$ cat src/rtl/ycbcr_coef_sequencer_if.sv
// Mode-request handshake and coefficient write bus of the YCbCr coefficient sequencer.
// master: the controller issuing mode requests and receiving the coefficient stream.
// slave: the sequencer itself.
interface ycbcr_coef_sequencer_if;
    logic [1:0]         mode_req;
    logic               mode_valid;
    logic               mode_ready;
    logic               coef_we;
    logic [3:0]         coef_addr;
    logic signed [17:0] coef_data;
    logic               coef_commit;
    logic [1:0]         mode_active;
    logic               cfg_err;

    modport master (
        output mode_req,
        output mode_valid,
        input  mode_ready,
        input  coef_we,
        input  coef_addr,
        input  coef_data,
        input  coef_commit,
        input  mode_active,
        input  cfg_err
    );

    modport slave (
        input  mode_req,
        input  mode_valid,
        output mode_ready,
        output coef_we,
        output coef_addr,
        output coef_data,
        output coef_commit,
        output mode_active,
        output cfg_err
    );
endinterface

$ cat src/rtl/ycbcr_coef_sequencer.sv
// Loads one of three RGB->YCbCr coefficient sets into the converter's shadow registers
// at a frame start, then commits them in a single pulse so a frame never mixes two sets.
module ycbcr_coef_sequencer #(
    parameter bit VS_ACTIVE_HIGH = 1'b1
) (
    input  logic                  clk,
    input  logic                  rst,
    input  logic                  v_sync_in,
    ycbcr_coef_sequencer_if.slave bus
);

    typedef enum logic [1:0] {StIdle, StWaitVs, StLoad, StCommit} state_e;

    state_e             r_state;
    logic [1:0]         r_pend;
    logic [3:0]         r_idx;
    logic               r_vs;
    logic               r_ready;
    logic               r_we;
    logic [3:0]         r_addr;
    logic signed [17:0] r_data;
    logic               r_commit;
    logic [1:0]         r_active;
    logic               r_err;
    logic               w_frame_start;

    // Q1.17 coefficients; row order RY,GY,BY,RCb,GCb,BCb,RCr,GCr,BCr.
    // Luma-only keeps BT.601 Y and zeroes chroma so Cb/Cr collapse to the datapath offset.
    function automatic logic signed [17:0] coef_lut(input logic [1:0] mode,
                                                    input logic [3:0] idx);
        logic signed [17:0] v;
        logic               bt709;
        bt709 = (mode == 2'd1);
        v     = '0;
        case (idx)
            4'd0:    v = bt709 ? 18'sd27866  : 18'sd39191;
            4'd1:    v = bt709 ? 18'sd93743  : 18'sd76939;
            4'd2:    v = bt709 ? 18'sd9463   : 18'sd14942;
            4'd3:    v = bt709 ? -18'sd15017 : -18'sd22117;
            4'd4:    v = bt709 ? -18'sd50519 : -18'sd43419;
            4'd5:    v = 18'sd65536;
            4'd6:    v = 18'sd65536;
            4'd7:    v = bt709 ? -18'sd59527 : -18'sd54878;
            4'd8:    v = bt709 ? -18'sd6009  : -18'sd10658;
            default: v = '0;
        endcase
        if (mode == 2'd2 && idx > 4'd2) begin
            v = '0;
        end
        return v;
    endfunction

    // Frame start is the active-going edge of v_sync against its one-cycle history.
    always_comb begin
        if (VS_ACTIVE_HIGH) begin
            w_frame_start = v_sync_in & ~r_vs;
        end else begin
            w_frame_start = ~v_sync_in & r_vs;
        end
    end

    // v_sync history; resets to the inactive level so only a real transition counts.
    always_ff @(posedge clk or posedge rst) begin
        if (rst) begin
            r_vs <= ~VS_ACTIVE_HIGH;
        end else begin
            r_vs <= v_sync_in;
        end
    end

    // Sequencer FSM with all outputs registered; strobes default low every cycle.
    always_ff @(posedge clk or posedge rst) begin
        if (rst) begin
            r_state  <= StWaitVs;
            r_pend   <= 2'd0;
            r_idx    <= 4'd0;
            r_ready  <= 1'b0;
            r_we     <= 1'b0;
            r_addr   <= 4'd0;
            r_data   <= '0;
            r_commit <= 1'b0;
            r_active <= 2'd0;
            r_err    <= 1'b0;
        end else begin
            r_we     <= 1'b0;
            r_addr   <= 4'd0;
            r_data   <= '0;
            r_commit <= 1'b0;
            r_err    <= 1'b0;
            case (r_state)
                StIdle: begin
                    r_ready <= 1'b1;
                    if (r_ready && bus.mode_valid) begin
                        if (bus.mode_req == 2'd3) begin
                            // Reserved mode: flag it and keep accepting requests.
                            r_err <= 1'b1;
                        end else begin
                            r_pend  <= bus.mode_req;
                            r_ready <= 1'b0;
                            r_state <= StWaitVs;
                        end
                    end
                end
                StWaitVs: begin
                    if (w_frame_start) begin
                        r_idx   <= 4'd0;
                        r_state <= StLoad;
                    end
                end
                StLoad: begin
                    r_we   <= 1'b1;
                    r_addr <= r_idx;
                    r_data <= coef_lut(r_pend, r_idx);
                    if (r_idx == 4'd8) begin
                        r_state <= StCommit;
                    end else begin
                        r_idx <= r_idx + 4'd1;
                    end
                end
                StCommit: begin
                    r_commit <= 1'b1;
                    r_active <= r_pend;
                    r_state  <= StIdle;
                end
                default: r_state <= StIdle;
            endcase
        end
    end

    assign bus.mode_ready  = r_ready;
    assign bus.coef_we     = r_we;
    assign bus.coef_addr   = r_addr;
    assign bus.coef_data   = r_data;
    assign bus.coef_commit = r_commit;
    assign bus.mode_active = r_active;
    assign bus.cfg_err     = r_err;

endmodule

$ cat src/flat_wrapper.sv
// flat-port wrapper written by rule: the top's interface ports become plain ports
module ycbcr_coef_sequencer_flat 
#(
    parameter bit VS_ACTIVE_HIGH = 1'b1
)
  (clk, rst, v_sync_in, bus_mode_req, bus_mode_valid, bus_mode_ready, bus_coef_we, bus_coef_addr, bus_coef_data, bus_coef_commit, bus_mode_active, bus_cfg_err);
  ycbcr_coef_sequencer_if bus_i ();
  input  logic clk;
  input  logic rst;
  input  logic v_sync_in;
  input wire logic [$bits(bus_i.mode_req)-1:0] bus_mode_req;
  input wire logic [$bits(bus_i.mode_valid)-1:0] bus_mode_valid;
  output wire logic [$bits(bus_i.mode_ready)-1:0] bus_mode_ready;
  output wire logic [$bits(bus_i.coef_we)-1:0] bus_coef_we;
  output wire logic [$bits(bus_i.coef_addr)-1:0] bus_coef_addr;
  output wire logic [$bits(bus_i.coef_data)-1:0] bus_coef_data;
  output wire logic [$bits(bus_i.coef_commit)-1:0] bus_coef_commit;
  output wire logic [$bits(bus_i.mode_active)-1:0] bus_mode_active;
  output wire logic [$bits(bus_i.cfg_err)-1:0] bus_cfg_err;
  assign bus_i.mode_req = bus_mode_req;
  assign bus_i.mode_valid = bus_mode_valid;
  assign bus_mode_ready = bus_i.mode_ready;
  assign bus_coef_we = bus_i.coef_we;
  assign bus_coef_addr = bus_i.coef_addr;
  assign bus_coef_data = bus_i.coef_data;
  assign bus_coef_commit = bus_i.coef_commit;
  assign bus_mode_active = bus_i.mode_active;
  assign bus_cfg_err = bus_i.cfg_err;
  ycbcr_coef_sequencer #(.VS_ACTIVE_HIGH(VS_ACTIVE_HIGH)) u_core (.clk(clk), .rst(rst), .v_sync_in(v_sync_in), .bus(bus_i));
endmodule
$ cat config.mk
export PLATFORM = sky130hd
export DESIGN_NAME = ycbcr_coef_sequencer_flat
export DESIGN_NICKNAME = d
export VERILOG_FILES = /design/src/rtl/ycbcr_coef_sequencer_if.sv /design/src/rtl/ycbcr_coef_sequencer.sv /design/src/flat_wrapper.sv
export SDC_FILE = /design/constraint.sdc
export NUM_CORES = 1
export LEC_CHECK = 0
export CAP_MARGIN = 0
export CORE_MARGIN = 2
export CORE_UTILIZATION = 30
export CTS_CLUSTER_SIZE = 40
export DETAILED_ROUTE_END_ITERATION = 8
export DONT_BUFFER_PORTS = 1
export PLACE_DENSITY = 0.42
export SLEW_MARGIN = 0
export SYNTH_ARGS = -nofsm -noshare
export SYNTH_HDL_FRONTEND = slang
export SYNTH_SLANG_ARGS = --single-unit
export TNS_END_PERCENT = 100
$ cat constraint.sdc
create_clock -name clk -period 3.9 [get_ports clk]
set_input_delay 0.585 -clock clk [delete_from_list [all_inputs] [get_ports clk]]
set_output_delay 0.585 -clock clk [all_outputs]
set_load 0.05 [all_outputs]
; Word-level counts from Yosys, hierarchy flattened
; Cells that the tools add are included.
[op_classes]
muxes = 25
addsub = 1
order_cmp = 1
eq_ne = 19
n_reduce_logical = 9
n_bitwise = 3
[ops]
columns = operator, count
row1 = 18-bit one-hot mux with 8 select lines, 1
row2 = 15-bit 2-to-1 mux, 3
row3 = 18-bit 2-to-1 mux, 2
row4 = 14-bit 2-to-1 mux, 2
row5 = 4-bit by 3-bit equality test with 1-bit output (second input constant), 4
row6 = 16-bit 2-to-1 mux, 1
row7 = 13-bit 2-to-1 mux, 1
row8 = 4-bit 2-to-1 mux, 3
row9 = 2-bit equality test (second input constant), 4
row10 = 4-bit by 2-bit equality test with 1-bit output (second input constant), 2
row11 = 2-bit 2-to-1 mux, 4
row12 = 2-bit one-hot mux with 4 select lines, 1
row13 = 4-bit one-hot mux with 2 select lines, 1
row14 = 1-bit 2-to-1 mux, 6
row15 = 2-bit by 1-bit != test with 1-bit output (second input constant), 3
row16 = 3-bit AND reduction, 2
row17 = 4-bit by 1-bit adder with 4-bit output (second input constant), 1
row18 = 2-bit by 1-bit equality test with 1-bit output (second input constant), 2
row19 = 4-bit by 1-bit equality test with 1-bit output (second input constant), 1
row20 = 4-bit equality test (second input constant), 1
row21 = 4-bit by 2-bit > comparator with 1-bit output (second input constant), 1
row22 = 4-bit zero test, 1
row23 = 2-bit != test (second input constant), 2
row24 = 4-bit AND reduction, 1
row25 = 6 further kinds, 8
[totals]
register_bits = 37
elab_cells = 69
in_bits = 6
output_inout_bits = 28

; Longest topological paths before layout
; Gate-level depths: netlist (run 1).
[logic_depth]
ltp_word = 5
depth_mapped = 8
ltp_nobuf = 6

; Worst setup path after synthesis (run 1)
; OpenSTA, ideal clock, no wires.
[synth_path]
path_type = flip-flop to flip-flop
startpoint = reg u_core.r_state[0]
endpoint = reg u_core.r_idx[0]
path_slack_ns = 2.254
period_less_slack_ns = 1.646
path_stages_with_launch = 6
setup_time_ns = 0.125
t_arrival_ns = 1.521
required_time_ns = 3.775
cell_sequence = dfstp_2 inv_1 ha_1 a21bo_2 a31o_1 mux2_2
[synth_via]
elab_chain_cells = 3
[synth_lines]
columns = item, line
row1 = "start, declared", ycbcr_coef_sequencer.sv:14  ; state_e r_state;
row2 = "start signal, assigned", ycbcr_coef_sequencer.sv:74  ; r_state <= StWaitVs;
row3 = "start signal, assigned", ycbcr_coef_sequencer.sv:100  ; r_state <= StWaitVs;
row4 = "start signal, assigned", ycbcr_coef_sequencer.sv:107  ; r_state <= StLoad;
row5 = 2-bit equality test / 2-bit by 1-bit equality test with 1-bit output (equally long branches), ycbcr_coef_sequencer.sv:90  ; case (r_state)
row6 = "2-bit != test (no line), or another cell as far along", -
row7 = 3-bit AND reduction (no line), -
row8 = "end signal, assigned", ycbcr_coef_sequencer.sv:117  ; r_idx <= r_idx + 4'd1;
row9 = "end, declared", ycbcr_coef_sequencer.sv:16  ; logic [3:0] r_idx;
; Parallel ways exist; a longest one is shown, timed or not.
; A chain may end at the register's enable or synchronous reset.

; Worst setup path after layout (run 1)
[layout_path]
startpoint = reg u_core.r_idx[0]
endpoint = reg u_core.r_data[7] (netlist: u_core.bus.coef_data[7])
[layout_via]
elab_chain_cells = 5
[layout_lines]
columns = item, line
row1 = 4-bit by 3-bit equality test with 1-bit output, ycbcr_coef_sequencer.sv:35  ; case (idx)
row2 = 2-bit OR reduction (no line), -
row3 = 18-bit one-hot mux with 8 select lines, ycbcr_coef_sequencer.sv:35
row4 = 18-bit 2-to-1 mux (*), ycbcr_coef_sequencer.sv:47  ; if (mode == 2'd2 && idx > 4'd2) begin
row5 = 18-bit 2-to-1 mux (*), ycbcr_coef_sequencer.sv:90
row6 = "end signal, assigned", ycbcr_coef_sequencer.sv:113  ; r_data <= coef_lut(r_pend, r_idx);
row7 = "end, declared", ycbcr_coef_sequencer.sv:21  ; logic signed [17:0] r_data;
; Every way passes the cells marked *; elsewhere a longest branch is shown, timed or not.

==> out/metrics.yaml, run 1 <==
hold_path.class: "input port to asynchronous set/reset pin"
wire_per_inst_um: 15.7
cp.arrival_ns: 2.34
critPathTopFamily: "adder cells"
mostFrequentLayoutCells: "36 x dfrtp_1, 18 x a21oi_1, 17 x nor2_1, 13 x nand2_1, 9 x inv_1"
finClkSkew_ns: 0.00182
ir_drop_mv: 0.283
fmax_ghz: 0.476
ys_ff_latch: 37
grt_usage_pct: 12.5
r2r-end: "u_core.bus.coef_data[7]"
grt_pass1_vias: 1364
die_area_sq_um: 6980
path_depth: 5
die_h_um: 83.5
yosys_warnings: 0
slew_headroom_pct: 58.1
syn-cell-area_sq_um: 1900
p_per_area_nw_per_um2: 869
clockBufferDepth: 2
synth_area_leaders: "dfrtp_1 47%, ha_1 5.3%, a21oi_1 4.7%, nor2_1 3.4%, nand2_1 2.6%"
place_inst: 254
cts_inserted_buffers: 5
drc: 0
viasPerCell: 5.13
nets: 200
p_leak_nw: 0.924
maxCapViolations: 0
path_buf_inv: 1
slowest_delay_ns: 0.57
worstRegToRegCells: 5
insertion_delay_ns: 0.29
synth.largest_area_cell: "dfrtp_1"
criticalPathCategory: "register to register"
grt_pass1_wl_um: 7050
clk_pin_slew_ns: 0.07
crit_path_max_fanout: 19
wl_um: 4110
syn_to_final_growth_pct: 6.53
cp_slowest_cell: "ha_1"
io_buffers: 0
cts.repair.resized: 0
coreArea_sq_um: 6030
vias: 1343
rsz0062_at_grt: "no"
start_kind: "register"
fin_area_sq_um: 2020
finalSetupViolations: 0
final_cells: 262
std_cell_rows: 28
finalSetupTns_ns: 0
dp_slack_ns: 1.81
placed_area_sq_um: 1920
overflow: 0
outcome: "finished, final reports clean"
cp-endpoint: "u_core.bus.coef_data[7]"
setup_ws_ns: 1.80
syn_nets: 205
start_util_pct: 31.5
seq_area_frac_synth_pct: 48.8
io-pin-count: 34
finalHoldViolations: 0
path_cells: "inv_1, ha_1, o41ai_2, nand3b_2, o21ba_1"
slew_viol_final: 0
antenna_found_initial: 0
cts_sinks: 37
firstDrtPassIters: 4
critPathLaunch: "u_core.r_idx[0]"
final_common_cell: "dfrtp_1"
synth_top_area_share_pct: 47.5
required_ns: 4.14
grt_max_degree: 38
async_flop_share_pct: 100
nFillCells: 632
cts_tree: "built"
end_kind: "register"
dp_hpwl_um: 2780
synth-edff-count: 0
postCtsSetupBuffers: 0
drive_gt1_share_pct: 11.8
ant_nets: 0
htree_levels: 2
reg2reg_slack_ns: 1.80
timing.rr.start: "u_core.r_idx[0]"
die_w_um: 83.5
post-route-min-period_ns: 2.10
power_mw: 1.76
worst_slew_pin_slew_ns: 0.628
syn_avg_cell_area_sq_um: 9.94
n_antenna_cell: 0
period_share_pct: 53.9
cts_hold_buf: 0
synth-main-ff-cell: "dfrtp_1"
synthCells: 191
globalplace.congestion: 0.819
synth_cell_types: 49
cts_root_buffer: "clkbuf_8"
drtIter0Drc: 80
## area by class of cell
| type | instances | area (sq um) | share of cell area (%) |
|---|---|---|---|
| tap | 75 | 93.8 | 4.64 |
| timing repair buffer | 1 | 7.51 | 0.371 |
| clock buffer | 7 | 96.3 | 4.76 |
| multi-input combinational | 131 | 855 | 42.3 |
| clock inverter | 1 | 5.00 | 0.248 |
| inverter | 10 | 37.5 | 1.86 |
| sequential | 37 | 927 | 45.9 |
## how the worst min path moves through the flow
| stage | from | depth (start not counted) | endpoint | slack [ns] |
|---|---|---|---|---|
| after global placement | u_core.r_state[1] | 1 | u_core.r_state[1] | 0.54 |
| after detailed placement | u_core.r_state[1] | 1 | u_core.r_state[1] | 0.56 |
| after global routing | v_sync_in | 0 | u_core.r_vs | 0.30 |
| after floorplan | u_core.r_state[1] | 1 | u_core.r_state[1] | 0.52 |
| after CTS | rst | 2 | u_core.bus.cfg_err | 0.30 |
| final | rst | 2 | u_core.bus.coef_data[2] | 0.28 |
## per-layer routing
layer	track usage (%)	part of all wire, %
met1	15.9	47
met2	19.6	47
met3	3.46	4.4
met4	6.30	2.3
met5	0	0
## cells in the mapped netlist, types with 3 or more instances
master	number
dfrtp_1	36
a21oi_1	18
nor2_1	17
nand2_1	13
inv_1	9
ha_1	8
nand3_1	8
buf_2	6
nor3_1	6
nand2b_1	5
o21ai_0	5
and2_1	4
mux2_2	3
nor2b_1	3
o21ai_1	3
o22ai_1	3
## where the power goes
group          total [mW]  switching [mW]  internal [mW]
clock               0.298           0.138          0.160
sequential          0.847           0.354          0.493
combinational       0.613           0.357          0.255
## state kept, by name (all words and copies together), names as in the netlist
signal	flops
u_core.bus.coef_we	1
u_core.bus.mode_active	2
u_core.bus.mode_ready	1
u_core.bus.coef_data	18
u_core.r_vs	1
u_core.bus.cfg_err	1
u_core.r_idx	4
u_core.r_state	2
u_core.bus.coef_commit	1
u_core.bus.coef_addr	4
u_core.r_pend	2
## through the flow
stage / hold WS [ns] / utilization [%]
floorplan: 0.517 / -
global placement: 0.538 / 31.9
detailed placement: 0.558 / 31.9
CTS: 0.298 / 33.6
global route: 0.297 / 33.6
finish: 0.281 / 33.6
## logic make-up (layout without fill, tap and decap cells)
logic type	Yosys count	count (layout)	synth area share, %
xor gates and xnor gates	1	1	0.462
muxes	5	5	2.90
adders and majority gates	8	8	5.27
AOI/OAI and AO/OA	51	51	18.3
buffers and inverters	23	19	6.13
and+or+nand+nor	66	66	18.1
DFF	37	37	48.8
(Power assumes the default switching activity.)
==> run 2: changes to the inputs <==
- clock period: 3.9 -> 2 ns (I/O delays scaled with it)
==> out/metrics.yaml, run 2 (synthesis gave the netlist of run 1 again) <==
dp_hpwl_um: 3030  # +8.8%
finalSetupTns_ns: 0  # unchanged
criticalPathCategory: "register to register"
final_common_cell: "dfrtp_1"
clk_pin_slew_ns: 0.07  # about the same
n_antenna_cell: 0  # unchanged
globalplace.congestion: 0.773  # -5.6%
insertion_delay_ns: 0.29  # about the same
rsz0062_at_grt: "no"
cts_inserted_buffers: 5  # unchanged
worst_slew_pin_slew_ns: 0.487  # -0.142 ns
p_per_area_nw_per_um2: 1650  # +89%
io_buffers: 0  # unchanged
ant_nets: 0  # unchanged
p_leak_nw: 0.968  # +4.7%
slew_headroom_pct: 67.6  # +9.5 points
vias: 1368  # +1.9%
grt.busiest_layer: "met2"
crit_path_max_fanout: 16  # -3
cts_hold_buf: 0  # unchanged
firstDrtPassIters: 4  # unchanged
syn_to_final_growth_pct: 9.82
slew_viol_final: 0  # unchanged
antenna_found_initial: 0  # unchanged
finClkSkew_ns: 0.00509  # +0.00327 ns
start_kind: "register"
largest_reg_flops: 18  # unchanged
ff_latch_area_sq_um: 927  # unchanged
cp.arrival_ns: 1.97  # -0.37 ns
drive_gt1_share_pct: 14.7  # +3.0 points
std_cell_rows: 28  # unchanged
coreArea_sq_um: 6030  # unchanged
grt_pass1_wl_um: 7460  # +5.8%
grt_usage_pct: 13.5  # +0.96 points
dp_slack_ns: 0.146  # -1.66 ns
cts_tree: "built"
mostFrequentLayoutCells: "36 x dfrtp_1, 18 x a21oi_1, 17 x nor2_1, 13 x nand2_1, 11 x buf_4"
setup_ws_ns: 0.207  # -1.59 ns
whs_ns: 0.00664  # -0.275 ns
nFillCells: 621  # -1.7%
wl_um: 4340  # +5.6%
drc: 0  # unchanged
multi_input_area_sq_um: 863  # +1.0%
outcome: "finished, final reports clean"
fmax_ghz: 0.558  # +17%
required_ns: 2.18  # -1.96 ns
ir_drop_mv: 0.526  # +86%
use_met3_pct: 4.75  # +1.3 points
period_share_pct: 89.7  # +36 points
die_area_sq_um: 6980  # unchanged
finalSetupViolations: 0  # unchanged
grt_util_met1_pct: 18.2  # +2.3 points
met2_usage_pct: 20.5  # +0.88 points
grt_max_degree: 38  # unchanged
clockBufferDepth: 2  # unchanged
die_h_um: 83.5  # unchanged
cts_sinks: 37  # unchanged
htree_levels: 2  # unchanged
cts_root_buffer: "clkbuf_8"
post-route-min-period_ns: 1.79  # -0.309 ns
hold_path.class: "input port to asynchronous set/reset pin"
finalHoldViolations: 0  # unchanged
io-pin-count: 34  # unchanged
grt_pass1_vias: 1387  # +1.7%
die_w_um: 83.5  # unchanged
nets: 210  # +5.0%
final_core_util_pct: 34.6  # +1.0 points
end_kind: "register"
wire_per_inst_um: 16.0  # +1.7%
drtIter0Drc: 120  # +50%
maxCapViolations: 0  # unchanged
viasPerCell: 5.03  # -1.9%
power_mw: 3.43  # +95%
start_util_pct: 31.5  # unchanged
overflow: 0  # unchanged
[run 2: per-stage QoR]
step	instance area (sq um)	instances
2_1_floorplan	1900	191
3_3_place_gp	2000	264
3_5_place_dp	2000	264
4_1_cts	2080	272
5_1_grt	2080	272
6_report	2080	272
[run 2: path summary, 6_finish.rpt]
| path | slack [ns] | from | endpoint | cells past startpoint |
|---|---|---|---|---|
| hold reg to reg | 0.58 | u_core.r_state[1] | u_core.r_state[1] | 1 |
| max in group asynchronous | 1.65 | rst | u_core.r_state[0] | 2 |
| hold / removal | 0.007 | rst | u_core.bus.coef_data[12] | 2 |
| setup / recovery | 0.21 | u_core.r_idx[0] | u_core.bus.coef_data[7] | 5 |
| setup reg to reg | 0.21 | u_core.r_idx[0] | u_core.bus.coef_data[7] | 5 |
| min in group clk | 0.03 | v_sync_in | u_core.r_vs | 0 |
[run 2: layout make-up]
class | instances | share of cell area (%)
flip-flops and latches | 37 | 44.5
multi-input cells | 131 | 41.4
well taps | 75 | 4.50
repair buffers | 11 | 3.96
clock buffers | 8 | 3.84
inverters | 10 | 1.80
[run 2: report_power, final]
| part | total [mW] | internal (mW) | leakage (nW) | switching [mW] |
|---|---|---|---|---|
| sequential | 1.62 | 0.961 | 0.486 | 0.660 |
| combinational | 1.31 | 0.563 | 0.442 | 0.745 |
| clock | 0.500 | 0.247 | 0.0395 | 0.253 |
[run 2: layer usage]
| metal | up-vias | part of all wire (%) |
|---|---|---|
| met4 | 0 | 1.3 |
| li1 | 663 | - |
| met2 | 34 | 49 |
| met1 | 665 | 44 |
| met3 | 6 | 5.9 |
| met5 | - | 0 |
[run 2: what timing repair did]
action / CTS / global route
setup buffers: 0 / 0
resized for setup: 0 / 1
endpoints found under the setup margin: 0 / 2
[run 2: critical path, cell delays in order, from the launching register on]
cell and delay, ns:
dfrtp_1 0.42, inv_1 0.11, ha_1 0.28, o41ai_2 0.40
nand3b_4 0.30, o21ba_1 0.17
==> run 3: changes to the inputs <==
--- a/config.mk
+++ b/config.mk
@@ -6,4 +6,5 @@
 export NUM_CORES = 1
 export LEC_CHECK = 0
+export ABC_AREA = 1
 export CAP_MARGIN = 0
 export CORE_MARGIN = 2
==> constraint.sdc (replaced) <==
create_clock -name clk -period 2 [get_ports clk]
set_input_delay 0.2 -clock clk [delete_from_list [all_inputs] [get_ports clk]]
set_output_delay 0.2 -clock clk [all_outputs]
set_load 0.05 [all_outputs]
==> out/metrics.yaml, run 3 <==
io-pin-count: 34  # unchanged
async_flop_share_pct: 100  # unchanged
htree_levels: 2  # unchanged
synth-edff-count: 0  # unchanged
required_ns: 2.17  # about the same
finalSetupViolations: 0  # unchanged
final_common_cell: "nand2_1"
slew_headroom_pct: 66.2  # -1.3 points
cp_slowest_cell: "dfrtp_1"
slowest_delay_ns: 0.42  # about the same
io_buffers: 0  # unchanged
path_cells: "inv_1, ha_1, o21ai_2, nand2_1, inv_1, nand2_4, nand2_4, nor2_1"
synth.most_common_cell: "nand2_1"
p_leak_nw: 1.16  # +20%
grt_pass1_wl_um: 7040  # -5.6%
syn_nets: 251  # +22%
viasPerCell: 4.42  # -12%
drc: 0  # unchanged
fmax_ghz: 0.563  # +1.0%
synthCells: 237  # +24%
ir_drop_mv: 0.648  # +23%
globalplace.congestion: 0.806  # +4.2%
yosys_warnings: 0  # unchanged
cp-endpoint: "u_core.bus.coef_data[6]"
ant_nets: 0  # unchanged
n_antenna_cell: 0  # unchanged
start_kind: "register"
worst_slew_pin_slew_ns: 0.506  # +0.0197 ns
synth_top_area_share_pct: 46.6  # -0.86 points
wl_um: 3970  # -8.5%
synth_area_leaders: "dfrtp_1 47%, nand2_1 9.9%, nor2_1 8.5%, inv_1 5.8%, ha_1 5.2%"
cts_inserted_buffers: 5  # unchanged
synth-main-ff-cell: "dfrtp_1"
cts_tree: "built"
criticalPathCategory: "register to register"
finalSetupTns_ns: 0  # unchanged
rsz0062_at_grt: "no"
synth_cell_types: 27  # -45%
reg2reg_slack_ns: 0.22  # +0.02 ns
grt_max_degree: 38  # unchanged
syn_to_final_growth_pct: 9.00
antenna_found_initial: 0  # unchanged
crit_path_max_fanout: 18  # +2
drtIter0Drc: 60  # -50%
nets: 258  # +23%
cts_root_buffer: "clkbuf_8"
worstRegToRegCells: 8  # +3
r2r-end: "u_core.bus.coef_data[6]"
die_w_um: 84.3  # +0.87%
clockBufferDepth: 2  # unchanged
outcome: "finished, final reports clean"
dp_hpwl_um: 2950  # -2.5%
maxCapViolations: 0  # unchanged
ys_ff_latch: 37  # unchanged
insertion_delay_ns: 0.29  # about the same
grt_pass1_vias: 1455  # +4.9%
nFillCells: 667  # +7.4%
largest_reg_flops: 18  # unchanged
post-route-min-period_ns: 1.78  # -0.0179 ns
period_share_pct: 88.8  # -0.90 points
finClkSkew_ns: 0.00373  # -0.00136 ns
std_cell_rows: 29  # +3.6%
mostFrequentLayoutCells: "51 x nand2_1, 44 x nor2_1, 36 x dfrtp_1, 30 x inv_1, 14 x nand3_1"
firstDrtPassIters: 4  # unchanged
path_buf_inv: 2  # +1
start_util_pct: 30.8  # -0.70 points
ff_latch_area_sq_um: 927  # unchanged
wire_per_inst_um: 12.3  # -23%
multi_input_area_sq_um: 845  # -2.2%
syn-cell-area_sq_um: 1930  # +1.8%
p_per_area_nw_per_um2: 1590  # -3.3%
die_h_um: 84.3  # +0.87%
end_kind: "register"
clk_pin_slew_ns: 0.07  # about the same
syn_avg_cell_area_sq_um: 8.16  # -18%
die_area_sq_um: 7100  # +1.8%
critPathLaunch: "u_core.r_idx[0]"
slew_viol_final: 0  # unchanged
coreArea_sq_um: 6280  # +4.2%
path_depth: 8  # +3
finalHoldViolations: 0  # unchanged
critPathTopFamily: "simple AND/OR/NAND/NOR gates"
grt_usage_pct: 12.4  # -1.1 points
seq_area_frac_synth_pct: 48.0  # -0.89 points
timing.rr.start: "u_core.r_idx[0]"
final_core_util_pct: 33.6  # -1.0 points
hold_path.class: "input port to register"
synth.largest_area_cell: "dfrtp_1"
cp.arrival_ns: 1.94  # -0.03 ns
synth_common_cells: "51 x nand2_1, 44 x nor2_1, 36 x dfrtp_1, 30 x inv_1, 14 x nand3_1"
whs_ns: 0.0645  # +0.0578 ns
drive_gt1_share_pct: 14.3  # -0.44 points
overflow: 0  # unchanged
vias: 1422  # +3.9%
cts_sinks: 37  # unchanged
-- run 3: cell count changes after synthesis, moves of 4 or more --
| cell | previous run | this run |
|---|---|---|
| nor2_2 | 1 | 10 |
| a21oi_1 | 18 | 5 |
| nand3_1 | 8 | 14 |
| buf_2 | 6 | 0 |
| nand2b_1 | 5 | 0 |
| nand2_1 | 13 | 51 |
| nor2_1 | 17 | 44 |
| nor2_4 | 0 | 4 |
| and2_1 | 4 | 0 |
| inv_1 | 9 | 30 |
-- run 3: worst min path at each step --
stage                         start                  to  slack (ns)  cells after the start
finish              bus_mode_req[1]  u_core.bus.cfg_err        0.06                      2
global route        bus_mode_req[1]  u_core.bus.cfg_err        0.06                      2
CTS                 bus_mode_req[1]  u_core.bus.cfg_err        0.05                      2
detailed placement        v_sync_in         u_core.r_vs        0.23                      0
global placement          v_sync_in         u_core.r_vs        0.23                      0
floorplan                 v_sync_in         u_core.r_vs        0.23                      0
-- run 3: area by class of cell --
type / instances / share of cell area, %
Timing Repair Buffer: 4 / 1.66
Inverter: 33 / 5.88
Tap cell: 77 / 4.57
Multi-Input combinational cell: 163 / 40.1
Sequential cell: 37 / 44.0
Clock buffer: 8 / 3.80
-- run 3: cells by family after synthesis --
group                    Yosys count  synth area share (%)
AO/OA/AOI/OAI                     17                  5.24
XOR/XNOR                           1                 0.453
adder cells (fa/ha/maj)            8                  5.18
buffers and inverters             37                  8.35
flip-flops                        37                  48.0
AND/OR/NAND/NOR                  137                  32.8
-- run 3: what timing repair did --
item / in CTS / in global routing
hold buffers: 2 / 0
resized for setup: 0 / 0
hold endpoints to repair: 37 / 0
setup buffers: 0 / 0
-- run 3: worst reg2reg max path, stage by stage, from the launching register on --
cell	delay [ns]
dfrtp_1	0.42
inv_1	0.11
ha_1	0.31
o21ai_2	0.22
nand2_1	0.11
inv_1	0.10
nand2_4	0.06
nand2_4	0.22
nor2_1	0.10
-- run 3: metrics by stage --
stage / worst slack (ns) / total power, mW / instance area [sq um] / instances
CTS: 0.204 / 3.42 / 2110 / 322
detailed placement: 0.216 / 2.88 / 2010 / 312
finish: 0.225 / 3.35 / 2110 / 322
global route: 0.0444 / 3.66 / 2110 / 322
floorplan: 0.283 / 2.63 / 1930 / 237
global placement: 0.243 / 2.89 / 2010 / 312
-- run 3: power by group --
group          internal, mW  switching, mW
sequential            0.948          0.603
combinational         0.427          0.863
clock                 0.248          0.264
total                  1.62           1.73
-- run 3: per-layer routing --
| layer | wire, um | GRT usage (%) | vias to the layer above |
|---|---|---|---|
| met2 | 1850 | 19.6 | 29 |
| met5 | 0 | 0 | - |
| met4 | 75 | 5.28 | 0 |
| met1 | 1870 | 16.3 | 646 |
| met3 | 179 | 2.95 | 7 |
| li1 | - | - | 740 |
